[config.mk]
export PLATFORM = sky130hd
export DESIGN_NAME = reg_file_16
export DESIGN_NICKNAME = d
export VERILOG_FILES = /design/src/rtl/reg_file_16_pkg.sv /design/src/rtl/mux_16.sv /design/src/rtl/reg_file_16_reg16.sv /design/src/rtl/reg_file_16.sv
export SDC_FILE = /design/constraint.sdc
export NUM_CORES = 1
export LEC_CHECK = 0
export ABC_AREA = 1
export CAP_MARGIN = 5
export CORE_AREA = 2 2 131 133
export CTS_CLUSTER_DIAMETER = 30
export DETAILED_ROUTE_END_ITERATION = 7
export DIE_AREA = 0 0 133 135
export SLEW_MARGIN = 40
export SYNTH_ARGS = -nofsm -noshare
export SYNTH_HDL_FRONTEND = slang
export SYNTH_SLANG_ARGS = --single-unit
export TNS_END_PERCENT = 5
[constraint.sdc]
create_clock -name CLK -period 2 [get_ports CLK]
set_input_delay 0.4 -clock CLK [delete_from_list [all_inputs] [get_ports CLK]]
set_output_delay 0.4 -clock CLK [all_outputs]
set_load 0.02 [all_outputs]
[src/rtl/reg_file_16_pkg.sv]
// reg_file_16 shared constants.
// Also used by issue logic and the writeback mux.
package reg_file_16_pkg;
  localparam int REG_W    = 16;
  localparam int REG_AW   = 3;
  localparam int NUM_REGS = 8;
  localparam logic [REG_AW-1:0] ZERO_REG = '0;
endpackage

[src/rtl/mux_16.sv]
// MUX_16: two-input word select.
// S=0 passes D1, S=1 passes D2.
module mux_16
  import reg_file_16_pkg::*;
#(
  parameter int W = REG_W
) (
  input  logic [W-1:0] i_d1,
  input  logic [W-1:0] i_d2,
  input  logic         i_s,
  output logic [W-1:0] o_y
);
  assign o_y = i_s ? i_d2 : i_d1;
endmodule

[src/rtl/reg_file_16_reg16.sv]
// reg16: word register with sync clear and load.
// Clear takes priority over load.
module reg16
  import reg_file_16_pkg::*;
#(
  parameter int W = REG_W
) (
  input  logic         i_clk,
  input  logic         i_clr,
  input  logic         i_ld,
  input  logic [W-1:0] i_d,
  output logic [W-1:0] o_q
);
  logic [W-1:0] r_q;

  always_ff @(posedge i_clk) begin
    if (i_clr)     r_q <= '0;
    else if (i_ld) r_q <= i_d;
  end

  assign o_q = r_q;
endmodule

[src/rtl/reg_file_16.sv]
// reg_file_16: 8x16 register file, R0 = 0,
// write-through bypass and pending-write scoreboard.
module reg_file_16
  import reg_file_16_pkg::*;
#(
  parameter int DATA_W = REG_W,
  parameter int ADDR_W = REG_AW
) (
  input  logic              CLK,
  input  logic              RST,
  input  logic              WE,
  input  logic [ADDR_W-1:0] WA,
  input  logic [DATA_W-1:0] WD,
  input  logic [ADDR_W-1:0] RA1,
  input  logic [ADDR_W-1:0] RA2,
  output logic [DATA_W-1:0] RD1,
  output logic [DATA_W-1:0] RD2,
  input  logic              ISS_EN,
  input  logic [ADDR_W-1:0] ISS_A,
  output logic              BUSY1,
  output logic              BUSY2
);
  localparam int N = 2**ADDR_W;
  localparam logic [ADDR_W-1:0] ZR =
    ADDR_W'(ZERO_REG);

  logic [DATA_W-1:0] w_q [N];
  logic [N-1:1]      w_ld;
  logic [N-1:1]      r_pend;
  logic [N-1:0]      w_pend;
  logic              w_hit1, w_hit2;
  logic [DATA_W-1:0] w_m1, w_m2;

  assign w_q[0] = '0;

  for (genvar g = 1; g < N; g++) begin : g_reg
    assign w_ld[g] = WE && (WA == ADDR_W'(g));
    reg16 #(.W(DATA_W)) u_reg (
      .i_clk (CLK),
      .i_clr (RST),
      .i_ld  (w_ld[g]),
      .i_d   (WD),
      .o_q   (w_q[g])
    );
  end

  // Issue beats writeback: a newer writer is outstanding.
  always_ff @(posedge CLK) begin
    if (RST) begin
      r_pend <= '0;
    end else begin
      for (int i = 1; i < N; i++) begin
        if (ISS_EN && ISS_A == ADDR_W'(i))
          r_pend[i] <= 1'b1;
        else if (w_ld[i])
          r_pend[i] <= 1'b0;
      end
    end
  end

  assign w_pend = {r_pend, 1'b0};

  assign w_hit1 = WE && WA == RA1 && RA1 != ZR;
  assign w_hit2 = WE && WA == RA2 && RA2 != ZR;

  mux_16 #(.W(DATA_W)) u_mux1 (
    .i_d1 (w_q[RA1]),
    .i_d2 (WD),
    .i_s  (w_hit1),
    .o_y  (w_m1)
  );

  mux_16 #(.W(DATA_W)) u_mux2 (
    .i_d1 (w_q[RA2]),
    .i_d2 (WD),
    .i_s  (w_hit2),
    .o_y  (w_m2)
  );

  assign RD1   = RST ? '0 : w_m1;
  assign RD2   = RST ? '0 : w_m2;
  assign BUSY1 = !RST && w_pend[RA1] && !w_hit1;
  assign BUSY2 = !RST && w_pend[RA2] && !w_hit2;
endmodule

# Yosys cells after proc, flatten, opt, wreduce, memory -nomap -nowiden
# Cells that the tools add are included.
dict set report classes {
  div 0
  n_lt_le_gt_ge 4
  eq_ne 16
  addsub 0
  n_reduce_logical 34
  shifts 0
  mul 0
  n_mux 28
  n_bitwise 2
}
# cell n
set op_table {}
lappend op_table {{16-bit two-way mux} 8}
lappend op_table {{16-bit binary-select mux with 3-bit select} 2}
lappend op_table {{3-bit == test, second input constant} 8}
lappend op_table {{1-bit logical AND} 22}
lappend op_table {{1-bit two-way mux} 16}
lappend op_table {{2-bit nonzero test} 7}
lappend op_table {{3-bit by 2-bit == test with 1-bit output, second input constant} 4}
lappend op_table {{4-bit >= comparator, second input constant} 2}
lappend op_table {{3-bit by 4-bit < comparator with 1-bit output, second input constant} 2}
lappend op_table {{3-bit NOT with 4-bit output} 2}
lappend op_table {{1-bit binary-select mux with 3-bit select} 2}
lappend op_table {{3-bit by 1-bit == test with 1-bit output, second input constant} 2}
lappend op_table {{3-bit == test} 2}
lappend op_table {{3-bit nonzero test} 2}
lappend op_table {{1-bit zero test} 3}
dict set report totals {
  reg_bits 119
  latch_bits 0
  mem_count 0
  rom_bits 0
  in_bits 32
  ramBits 0
}

# Depth between registers and ports, before layout
# Gate-level depths: netlist (run 1).
dict set report depth {
  depth_word 6
  mapped_depth 12
  mapped_depth_nobuf 9
}

# Hierarchy
# Synthesis (run 1) repeated with hierarchy kept, for this count alone.
dict set report hier_totals {
  cells_unflattened 1484
  area_unflattened_um2 8251.7
}
# mod area_each_um2 cells_per_inst seq_area_each_um2 instances
set by_module_without_submodules {}
lappend by_module_without_submodules {reg16 670.6 101 320.3 7}
lappend by_module_without_submodules {reg_file_16 3069.2 673 140.1 1}
lappend by_module_without_submodules {mux_16 244.0 52 0.0 2}

# Worst setup path after synthesis (run 1)
# No wires, ideal clock.
dict set report synth_timing {
  kind {input -> output}
  start {input port RA2[2]}
  end {output port RD2[6]}
  arrival_ns 1.520
  slack_ns 0.080
  required_time_ns 1.600
  path_stages 8
  cell_sequence {buf_2 > inv_2 > nand2_1 > nand3_4 > buf_6 > nand2_1 > inv_2 > nor2_1}
}
dict set report synth_between {
  elab_chain_len 6
}
# element line
set synth_rtl {}
lappend synth_rtl {{start: declaration} reg_file_16.sv:15} ;# input logic [ADDR_W-1:0] RA2,
lappend synth_rtl {{3-bit NOT with 4-bit output (implied by the code)} reg_file_16.sv:74} ;# .i_d1 (w_q[RA2]),
lappend synth_rtl {{16-bit binary-select mux with 3-bit select} reg_file_16.sv:74}
lappend synth_rtl {{16-bit two-way mux (implied by the code) (2 in a row)} reg_file_16.sv:74}
lappend synth_rtl {{16-bit two-way mux *} mux_16.sv:13} ;# assign o_y = i_s ? i_d2 : i_d1;
lappend synth_rtl {{16-bit two-way mux *} reg_file_16.sv:81} ;# assign RD2 = RST ? '0 : w_m2;
lappend synth_rtl {{end: declaration} reg_file_16.sv:17} ;# output logic [DATA_W-1:0] RD2,
# Mark *: on every way between the ends. The rest lies on a longest branch, timed or not. The select of a mux whose other input is x is not followed.

# Worst setup path after layout (run 1)
dict set report layout_timing {
  start {input port RA1[1]}
  end {output port RD1[6]}
}
dict set report layout_between {
  elab_chain_len 6
}
# element line
set layout_rtl {}
lappend layout_rtl {{start: declaration} reg_file_16.sv:14} ;# input logic [ADDR_W-1:0] RA1,
lappend layout_rtl {{3-bit NOT with 4-bit output (implied by the code)} reg_file_16.sv:67} ;# .i_d1 (w_q[RA1]),
lappend layout_rtl {{16-bit binary-select mux with 3-bit select} reg_file_16.sv:67}
lappend layout_rtl {{16-bit two-way mux (implied by the code) (2 in a row)} reg_file_16.sv:67}
lappend layout_rtl {{16-bit two-way mux *} mux_16.sv:13}
lappend layout_rtl {{16-bit two-way mux *} reg_file_16.sv:80} ;# assign RD1 = RST ? '0 : w_m1;
lappend layout_rtl {{end: declaration} reg_file_16.sv:16} ;# output logic [DATA_W-1:0] RD1,
# Marked as above.

==> results of run 1 <==
-- layer usage --
metal	GRT usage, %	vias to the layer above	part of all wire (%)	wire [um]
li1	-	4288	-	-
met1	43.4	4023	43	12700
met2	49.8	433	44	13200
met3	6.91	88	8.6	2560
met4	13.4	0	3.9	1170
met5	0	-	0	0
-- metrics by stage --
step | setup TNS, ps | instance area (um^2)
2_1_floorplan | 0 | 7260
3_3_place_gp | -30870 | 9080
3_5_place_dp | -31630 | 9080
4_1_cts | -653 | 9950
5_1_grt | -496 | 10400
6_report | -30.7 | 10400
-- worst min path at each step --
stage	start	end	slack, ps	cells after the start
finish	RST	r_pend[7]$_SDFFE_PP0P_	390	3
global route	RST	r_pend[5]$_SDFFE_PP0P_	420	3
CTS	r_pend[4]$_SDFFE_PP0P_	r_pend[4]$_SDFFE_PP0P_	480	2
detailed placement	r_pend[4]$_SDFFE_PP0P_	r_pend[4]$_SDFFE_PP0P_	480	2
global placement	r_pend[4]$_SDFFE_PP0P_	r_pend[4]$_SDFFE_PP0P_	470	2
floorplan	r_pend[6]$_SDFFE_PP0P_	r_pend[6]$_SDFFE_PP0P_	450	2
-- tightest hold or removal path: stages --
cell	delay [ps]
dlymetal6s2s_1	150
buf_4	180
a21oi_1	50
-- layout make-up --
type | instances | share of cell area [%]
clock inverter | 10 | 1.82
multi-input combinational | 953 | 41.9
clock buffer | 22 | 4.75
sequential | 119 | 23.1
timing repair buffer | 209 | 22.6
inverter | 74 | 3.10
tap | 220 | 2.65
-- sequential cells by signal, indices dropped and copies added (netlist names) --
register / flops
g.u_reg.o_q: 112
r_pend: 7
-- layout by cell type (no fill, tap or decap), drive strengths merged, types with 20 or more instances in the layout --
cell and n:
nand3 104, inv 60, a21oi 122, clkbuf 27, nor2 49, buf 182, dfxtp 119, o21ai 121
clkdlybuf4s50 20, nand4 32, nand2 519
-- cells by family after synthesis --
family	share of synthesized area [%]
buf+inv	9.96
flops	32.8
simple gates	40.1
compound gates	17.2
-- what timing repair did --
| item | in CTS | in global routing |
|---|---|---|
| endpoints found under the setup margin | 34 | 34 |
| gates resized for setup | 249 | 104 |
| buffers inserted | 5 | 11 |
| gates cloned | 5 | 4 |
| pin swaps | 13 | 24 |
-- power breakdown --
part | internal, mW | switching [mW] | total [mW]
combinational | 0.689 | 0.958 | 1.65
sequential | 2.46 | 0.0629 | 2.52
clock | 2.38 | 1.19 | 3.57
==> results.sh, run 1 <==
export IMPL_outcome="complete, but fails checks"
export IMPL_violations="negative setup slack"
export IMPL_yosysTopAreaCellShare_pct=32.8
export IMPL_worst_slew_pin_slew_ps=279
export IMPL_synth_cells=1235
export IMPL_post_layout_nonfiller_instances=1607
export IMPL_first_iter_violations=787
export IMPL_drive_gt1_share_pct=22.8
export IMPL_tritoncts="yes"
export IMPL_async_reset_ff_share_pct=0
export IMPL_boundaryPins=66
export IMPL_multi_input_area_um2=4360
export IMPL_clockRootBuffer="clkbuf_16"
export IMPL_crit_chain="buf_8 > buf_6 > nand2_2 > nand2_2 > nor2_4 > buf_6 > nand3_4 > nand2_1 > inv_1 > nor2_2 > buf_6"
export IMPL_vias=8832
export IMPL_start_kind="primary input"
export IMPL_fp_dieW_um=133
export IMPL_worstPathArrival_ps=1610
export IMPL_wire_per_inst_um=18.4
export IMPL_synth_flop_cell="dfxtp_1"
export IMPL_synth_cell_types=25
export IMPL_worstPathRequired_ps=1600
export IMPL_synth_nets=1267
export IMPL_path_max_fanout=7
export IMPL_skew_ps=0
export IMPL_drc=0
export IMPL_final_min_clock_period_ps=2010
export IMPL_synthTopCellsByArea="dfxtp_1, nand2_1, a21oi_1, nand3_1, o21ai_0"
export IMPL_grt_use_total_pct=32.1
export IMPL_ys_seq_area_share_pct=32.8
export IMPL_n_fill_cell=1483
export IMPL_slew_viol_final=0
export IMPL_max_stage_delay_ps=170
export IMPL_final_nets=1406
export IMPL_synth_commonest_cells="nand2_1, a21oi_1, dfxtp_1, nand3_1, o21ai_0"
export IMPL_hold_viol_final=0
export IMPL_maxCapViolations=0
export IMPL_ant_nets=0
export IMPL_place_congestion=0.872
export IMPL_cts_sinks=119
export IMPL_yosys_warnings=0
export IMPL_area_growth_synth_to_final_pct=43.2
export IMPL_numCtsBuffers=17
export IMPL_rr_worst_depth=3
export IMPL_grt_max_degree=33
export IMPL_total_power_mw=7.74
export IMPL_grt_antenna_before_repair=0
export IMPL_pwr_density_cell_nw_per_um2=744
export IMPL_area_sequential_um2=2410
export IMPL_pre_cts_slack_ps=-1050
export IMPL_r2r_end="g_reg[4].u_reg.o_q[3]$_SDFFE_PP0P_"
export IMPL_setup_viol=5
export IMPL_cpMostUsedCell="buf_6"
export IMPL_fmax_mhz=497
export IMPL_max_slew_margin_pct=81.3
export IMPL_place_detailed_hpwl_um=18700
export IMPL_syn_mean_instance_area_um2=5.88
export IMPL_htree_levels=4
export IMPL_rsz0062_at_grt="true"
export IMPL_synthesis_area_um2=7260
export IMPL_peakVddDrop_mv=0.636
export IMPL_worstReg2RegStart="g_reg[4].u_reg.o_q[3]$_SDFFE_PP0P_"
export IMPL_synth_top_area_cell="dfxtp_1"
export IMPL_crit_cells=11
export IMPL_diodes=0
export IMPL_clk_path_buf_depth=2
export IMPL_min_period_over_period_pct=101
export IMPL_port_buffers=65
export IMPL_crit_path_end="RD1[6]"
export IMPL_initial_utilization_pct=44.3
export IMPL_crit_slowest_cell="nor2_2"
export IMPL_die_area_um2=18000
export IMPL_finish_utilization_pct=63.4
export IMPL_whs_ps=392
export IMPL_rrSetupSlack_ps=1210
export IMPL_post_synth_top_count_cell="nand2_1"
export IMPL_end_kind="primary output"
export IMPL_critPathLaunch="RA1[1]"
export IMPL_wirelength_um=29600
export IMPL_via_per_inst=5.50
export IMPL_worst_path_buf_inv=5
export IMPL_worst_setup_path_type="in2out"
export IMPL_cellLeakagePower_nw=4.79
export IMPL_cp_top_family="simple AND/OR/NAND/NOR gates"
export IMPL_hp_class="in2reg"
export IMPL_first_pass_iters=5
export IMPL_grt_pass1_wl_um=43900
export IMPL_dp_cells=1552
export IMPL_gr_total_overflow=0
export IMPL_core_um2=16400
export IMPL_num_rows=47
export IMPL_layout_setup_ws_ps=-13.4
export IMPL_grt_pass1_vias=7776
export IMPL_synth_seq_cells=119
export IMPL_hold_buffers=0
export IMPL_die_y_um=135
export IMPL_synth_edff_count=0
export IMPL_clk_latency_ps=420
export IMPL_clkTransAtPathRegs_ps=60
Note: power is estimated with default switching activity, not from simulation.
==> inputs of run 2 (changes only) <==
MAX_ROUTING_LAYER = met4   (was unset)
==> run 2 against run 1 <==
The run still ends with negative setup slack left. Global-route usage up 0.99 points. Cell area up 0.13%. Power about the same. Wire length down 0.20%.
==> results.sh, run 2 (synthesis results as in run 1) <==
export IMPL_finalSetupTns_ps=-27.7
export IMPL_clk_latency_ps=420
export IMPL_outcome="complete, but fails checks"
export IMPL_path_max_fanout=7
export IMPL_violations="negative setup slack"
export IMPL_vias=8823
export IMPL_clk_path_buf_depth=2
export IMPL_first_iter_violations=895
export IMPL_total_power_mw=7.74
export IMPL_whs_ps=397
export IMPL_ant_nets=0
export IMPL_skew_ps=0
export IMPL_grt_antenna_before_repair=0
export IMPL_wirelength_um=29500
export IMPL_final_nets=1407
export IMPL_die_y_um=135
export IMPL_worst_slew_pin_slew_ps=284
export IMPL_worst_path_buf_inv=5
export IMPL_layout_setup_ws_ps=-20.6
export IMPL_layout_common_cells="nand2_1, a21oi_1, buf_4"
export IMPL_boundaryPins=66
export IMPL_max_slew_margin_pct=81.1
export IMPL_diodes=0
export IMPL_pwr_density_cell_nw_per_um2=743
export IMPL_core_um2=16400
export IMPL_area_growth_synth_to_final_pct=43.4
export IMPL_max_stage_delay_ps=170
export IMPL_numCtsBuffers=17
export IMPL_worstPathArrival_ps=1620
export IMPL_grt_max_degree=33
export IMPL_place_detailed_hpwl_um=18700
export IMPL_clkTransAtPathRegs_ps=50
export IMPL_crit_slowest_cell="nor2_2"
export IMPL_htree_levels=4
export IMPL_worstPathRequired_ps=1600
export IMPL_clockRootBuffer="clkbuf_16"
export IMPL_drc=0
export IMPL_hold_buffers=0
export IMPL_gr_total_overflow=0
export IMPL_cp_top_family="simple AND/OR/NAND/NOR gates"
export IMPL_via_per_inst=5.49
export IMPL_worst_setup_path_type="in2out"
export IMPL_hp_class="in2reg"
export IMPL_port_buffers=65
export IMPL_min_period_over_period_pct=101
export IMPL_cpMostUsedCell="buf_6"
export IMPL_first_pass_iters=6
export IMPL_grt_pass1_vias=7758
export IMPL_drive_gt1_share_pct=22.8
export IMPL_largest_reg_flops=112
export IMPL_grt_pass1_wl_um=43900
export IMPL_fp_dieW_um=133
export IMPL_slew_viol_final=0
export IMPL_rrSetupSlack_ps=1220
export IMPL_die_area_um2=18000
export IMPL_start_kind="primary input"
export IMPL_initial_utilization_pct=44.3
export IMPL_grt_use_total_pct=33.1
export IMPL_hold_viol_final=0
export IMPL_cts_sinks=119
export IMPL_maxCapViolations=0
export IMPL_final_min_clock_period_ps=2020
export IMPL_final_common_cell="nand2_1"
export IMPL_place_congestion=0.886
export IMPL_end_kind="primary output"
export IMPL_cellLeakagePower_nw=4.80
export IMPL_wire_per_inst_um=18.4
export IMPL_fmax_mhz=495
export IMPL_crit_chain="buf_8 > buf_6 > nand2_2 > nand2_2 > nor2_4 > buf_6 > nand3_4 > nand2_1 > inv_1 > nor2_2 > buf_6"
export IMPL_rsz0062_at_grt="true"
export IMPL_peakVddDrop_mv=0.636
export IMPL_setup_viol=4
export IMPL_num_rows=47
export IMPL_tritoncts="yes"
-- run 2: cell types whose count changed in the layout (fill, tap and decap cells not counted) --
| cell | change |
|---|---|
| buf_12 | +1 |
| dfxtp_1 | +1 |
| dfxtp_2 | -1 |
| nand2_2 | +1 |
| nand2_4 | -1 |
-- run 2: worst paths after layout --
kind                                      start                                  to  depth (start not counted)
max                                      RA1[1]                              RD1[6]                         11
max reg2reg  g_reg[4].u_reg.o_q[3]$_SDFFE_PP0P_  g_reg[4].u_reg.o_q[3]$_SDFFE_PP0P_                          3
min                                         RST              r_pend[6]$_SDFFE_PP0P_                          3
min reg2reg              r_pend[4]$_SDFFE_PP0P_              r_pend[4]$_SDFFE_PP0P_                          2
-- run 2: layer usage --
metal | GRT usage, % | vias to the layer above | part of all wire (%)
li1 | - | 4297 | -
met1 | 43.7 | 4034 | 44
met2 | 49.5 | 417 | 45
met3 | 6.87 | 75 | 8.0
met4 | 13.4 | 0 | 3.8
met5 | - | - | 0
-- run 2: layout make-up --
type	count	area, um^2
multi-input combinational	953	4360
tap	220	275
inverter	74	323
clock inverter	10	189
fill	1480	5990
clock buffer	22	494
timing repair buffer	210	2370
sequential	119	2410
-- run 2: worst min-delay path, cell delays in order --
cell	delay (ps)
dlymetal6s2s_1	150
buf_4	180
a21oi_1	40
-- run 2: metrics by stage --
stage	instances	utilization (%)	setup slack (ps)	area, um^2
2_1_floorplan	1235	-	79.9	7260
5_1_grt	1608	63.5	-58.9	10400
4_1_cts	1594	60.6	-74.0	9950
3_5_place_dp	1552	55.3	-1050	9080
3_3_place_gp	1552	55.3	-1050	9080
6_report	1608	63.5	-20.6	10400
-- run 2: repair_timing --
action | in CTS | in global routing
cloned | 5 | 4
pin swaps | 13 | 25
setup buffers | 5 | 12
setup endpoints to repair | 34 | 34
gates resized for setup | 249 | 102
-- run 2: report_power, final --
part,switching (mW),internal [mW]
sequential,0.0627,2.46
combinational,0.956,0.692
clock,1.19,2.38
total,2.21,5.53
==> inputs of run 3 (changes only) <==
PLACE_DENSITY = 0.7   (was unset)
==> run 3 against run 2 <==
The flow now finishes without violations. Combinational power is 10% lower. Hold slack hardly changed. Wire length is 6.7% lower. Cell area is 5.8% lower. Global-route usage is 1.8 points lower. Core utilization is 3.7 points lower. Non-clock buffer count is 19 lower. Sequential power hardly changed. Critical endpoint is now RD1[1]. Highest routed layer unchanged.
==> results.sh, run 3 (synthesis results as in run 1) <==
export IMPL_start_kind="primary input"
export IMPL_wire_per_inst_um=17.4
export IMPL_diodes=0
export IMPL_layout_setup_ws_ps=28.3
export IMPL_pwr_density_cell_nw_per_um2=760
export IMPL_clkTransAtPathRegs_ps=50
export IMPL_place_congestion=0.962
export IMPL_gr_total_overflow=0
export IMPL_cts_sinks=119
export IMPL_min_period_over_period_pct=98.6
export IMPL_wirelength_um=27600
export IMPL_layout_common_cells="nand2_1, a21oi_1, buf_4"
export IMPL_via_per_inst=5.55
export IMPL_worst_slew_pin_slew_ps=334
export IMPL_max_slew_margin_pct=77.5
export IMPL_ant_nets=0
export IMPL_cellLeakagePower_nw=4.56
export IMPL_clk_path_buf_depth=2
export IMPL_clk_latency_ps=420
export IMPL_area_growth_synth_to_final_pct=35.0
export IMPL_final_common_cell="nand2_1"
export IMPL_peakVddDrop_mv=0.624
export IMPL_numCtsBuffers=17
export IMPL_total_power_mw=7.45
export IMPL_area_sequential_um2=2390
export IMPL_first_iter_violations=970
export IMPL_port_buffers=65
export IMPL_end_kind="primary output"
export IMPL_path_max_fanout=8
export IMPL_final_min_clock_period_ps=1970
export IMPL_grt_pass1_wl_um=42800
export IMPL_setup_viol=0
export IMPL_htree_levels=4
export IMPL_tritoncts="yes"
export IMPL_final_nets=1387
export IMPL_post_layout_nonfiller_instances=1588
export IMPL_grt_pass1_vias=8067
export IMPL_finalSetupTns_ps=0
export IMPL_rrSetupSlack_ps=1300
export IMPL_pre_cts_slack_ps=-963
export IMPL_boundaryPins=66
export IMPL_maxCapViolations=0
export IMPL_grt_antenna_before_repair=0
export IMPL_place_detailed_hpwl_um=17700
export IMPL_hold_buffers=0
export IMPL_worstPathArrival_ps=1570
export IMPL_clockRootBuffer="clkbuf_16"
export IMPL_die_y_um=135
export IMPL_worstPathRequired_ps=1600
export IMPL_vias=8821
export IMPL_rsz0062_at_grt="true"
export IMPL_initial_utilization_pct=44.3
export IMPL_drive_gt1_share_pct=19.4
export IMPL_dp_cells=1543
export IMPL_hp_class="in2reg"
export IMPL_skew_ps=0
export IMPL_outcome="finished, final reports clean"
export IMPL_drc=0
export IMPL_largest_reg_flops=112
export IMPL_first_pass_iters=7
export IMPL_grt_use_total_pct=31.3
export IMPL_fmax_mhz=507
export IMPL_grt_max_degree=38
export IMPL_hold_viol_final=0
export IMPL_worst_setup_path_type="in2out"
export IMPL_n_fill_cell=1479
export IMPL_fp_dieW_um=133
export IMPL_num_rows=47
export IMPL_multi_input_area_um2=4280
export IMPL_die_area_um2=18000
export IMPL_slew_viol_final=0
export IMPL_core_um2=16400
export IMPL_whs_ps=397
## run 3: changes by cell type in the layout (fill, tap and decap cells not counted), moves of 4 or more
| cell | previous run | this run |
|---|---|---|
| buf_12 | 39 | 25 |
| buf_4 | 105 | 114 |
| buf_6 | 27 | 18 |
| clkinv_1 | 9 | 13 |
| dfxtp_1 | 100 | 111 |
| dfxtp_2 | 19 | 8 |
| inv_4 | 5 | 1 |
| nand2_1 | 496 | 506 |
| nand2_2 | 19 | 11 |
## run 3: worst max-delay path: stages
cell and delay, ps:
buf_6 120, inv_6 50, nand2_1 70, nand2_2 70
nor2_4 120, buf_12 140, nand3_4 180, nand2_2 130
inv_2 40, nor2_2 110, buf_6 120
## run 3: metal layers
| metal | track usage, % | vias up | share of wire [%] |
|---|---|---|---|
| met5 | - | - | 0 |
| met3 | 7.09 | 103 | 11 |
| met2 | 45.2 | 576 | 43 |
| li1 | - | 4243 | - |
| met4 | 15.7 | 0 | 4.6 |
| met1 | 41.1 | 3899 | 41 |
## run 3: what timing repair did
item                                    CTS  global route
buffers inserted                          5             3
pin swaps                                14            13
endpoints found under the setup margin   34            34
gates cloned                              2             3
gates resized for setup                 199            79
## run 3: final timing paths
kind	from	end	cells after the start
max reg2reg	g_reg[3].u_reg.o_q[15]$_SDFFE_PP0P_	g_reg[3].u_reg.o_q[15]$_SDFFE_PP0P_	2
max	RA1[0]	RD1[1]	11
min reg2reg	r_pend[7]$_SDFFE_PP0P_	r_pend[7]$_SDFFE_PP0P_	2
min	RST	r_pend[6]$_SDFFE_PP0P_	3
## run 3: power breakdown
| part | switching, mW | total (mW) | internal, mW |
|---|---|---|---|
| logic | 0.895 | 1.48 | 0.590 |
| clock network | 1.18 | 3.45 | 2.27 |
| registers | 0.0601 | 2.52 | 2.46 |
## run 3: final cells by class
cell class,instances,share of cell area (%)
Clock buffer,19,4.62
Clock inverter,13,2.04
Inverter,74,3.01
Multi-Input combinational cell,952,43.6
Sequential cell,119,24.4
Tap cell,220,2.81
Timing Repair Buffer,191,19.5
## run 3: stage by stage
stage                     instance area [um^2]  utilization [%]
after global placement                    8880             54.1
final                                     9810             59.8
after CTS                                 9540             58.1
after global routing                      9810             59.8
after detailed placement                  8880             54.1
after floorplan                           7260                -
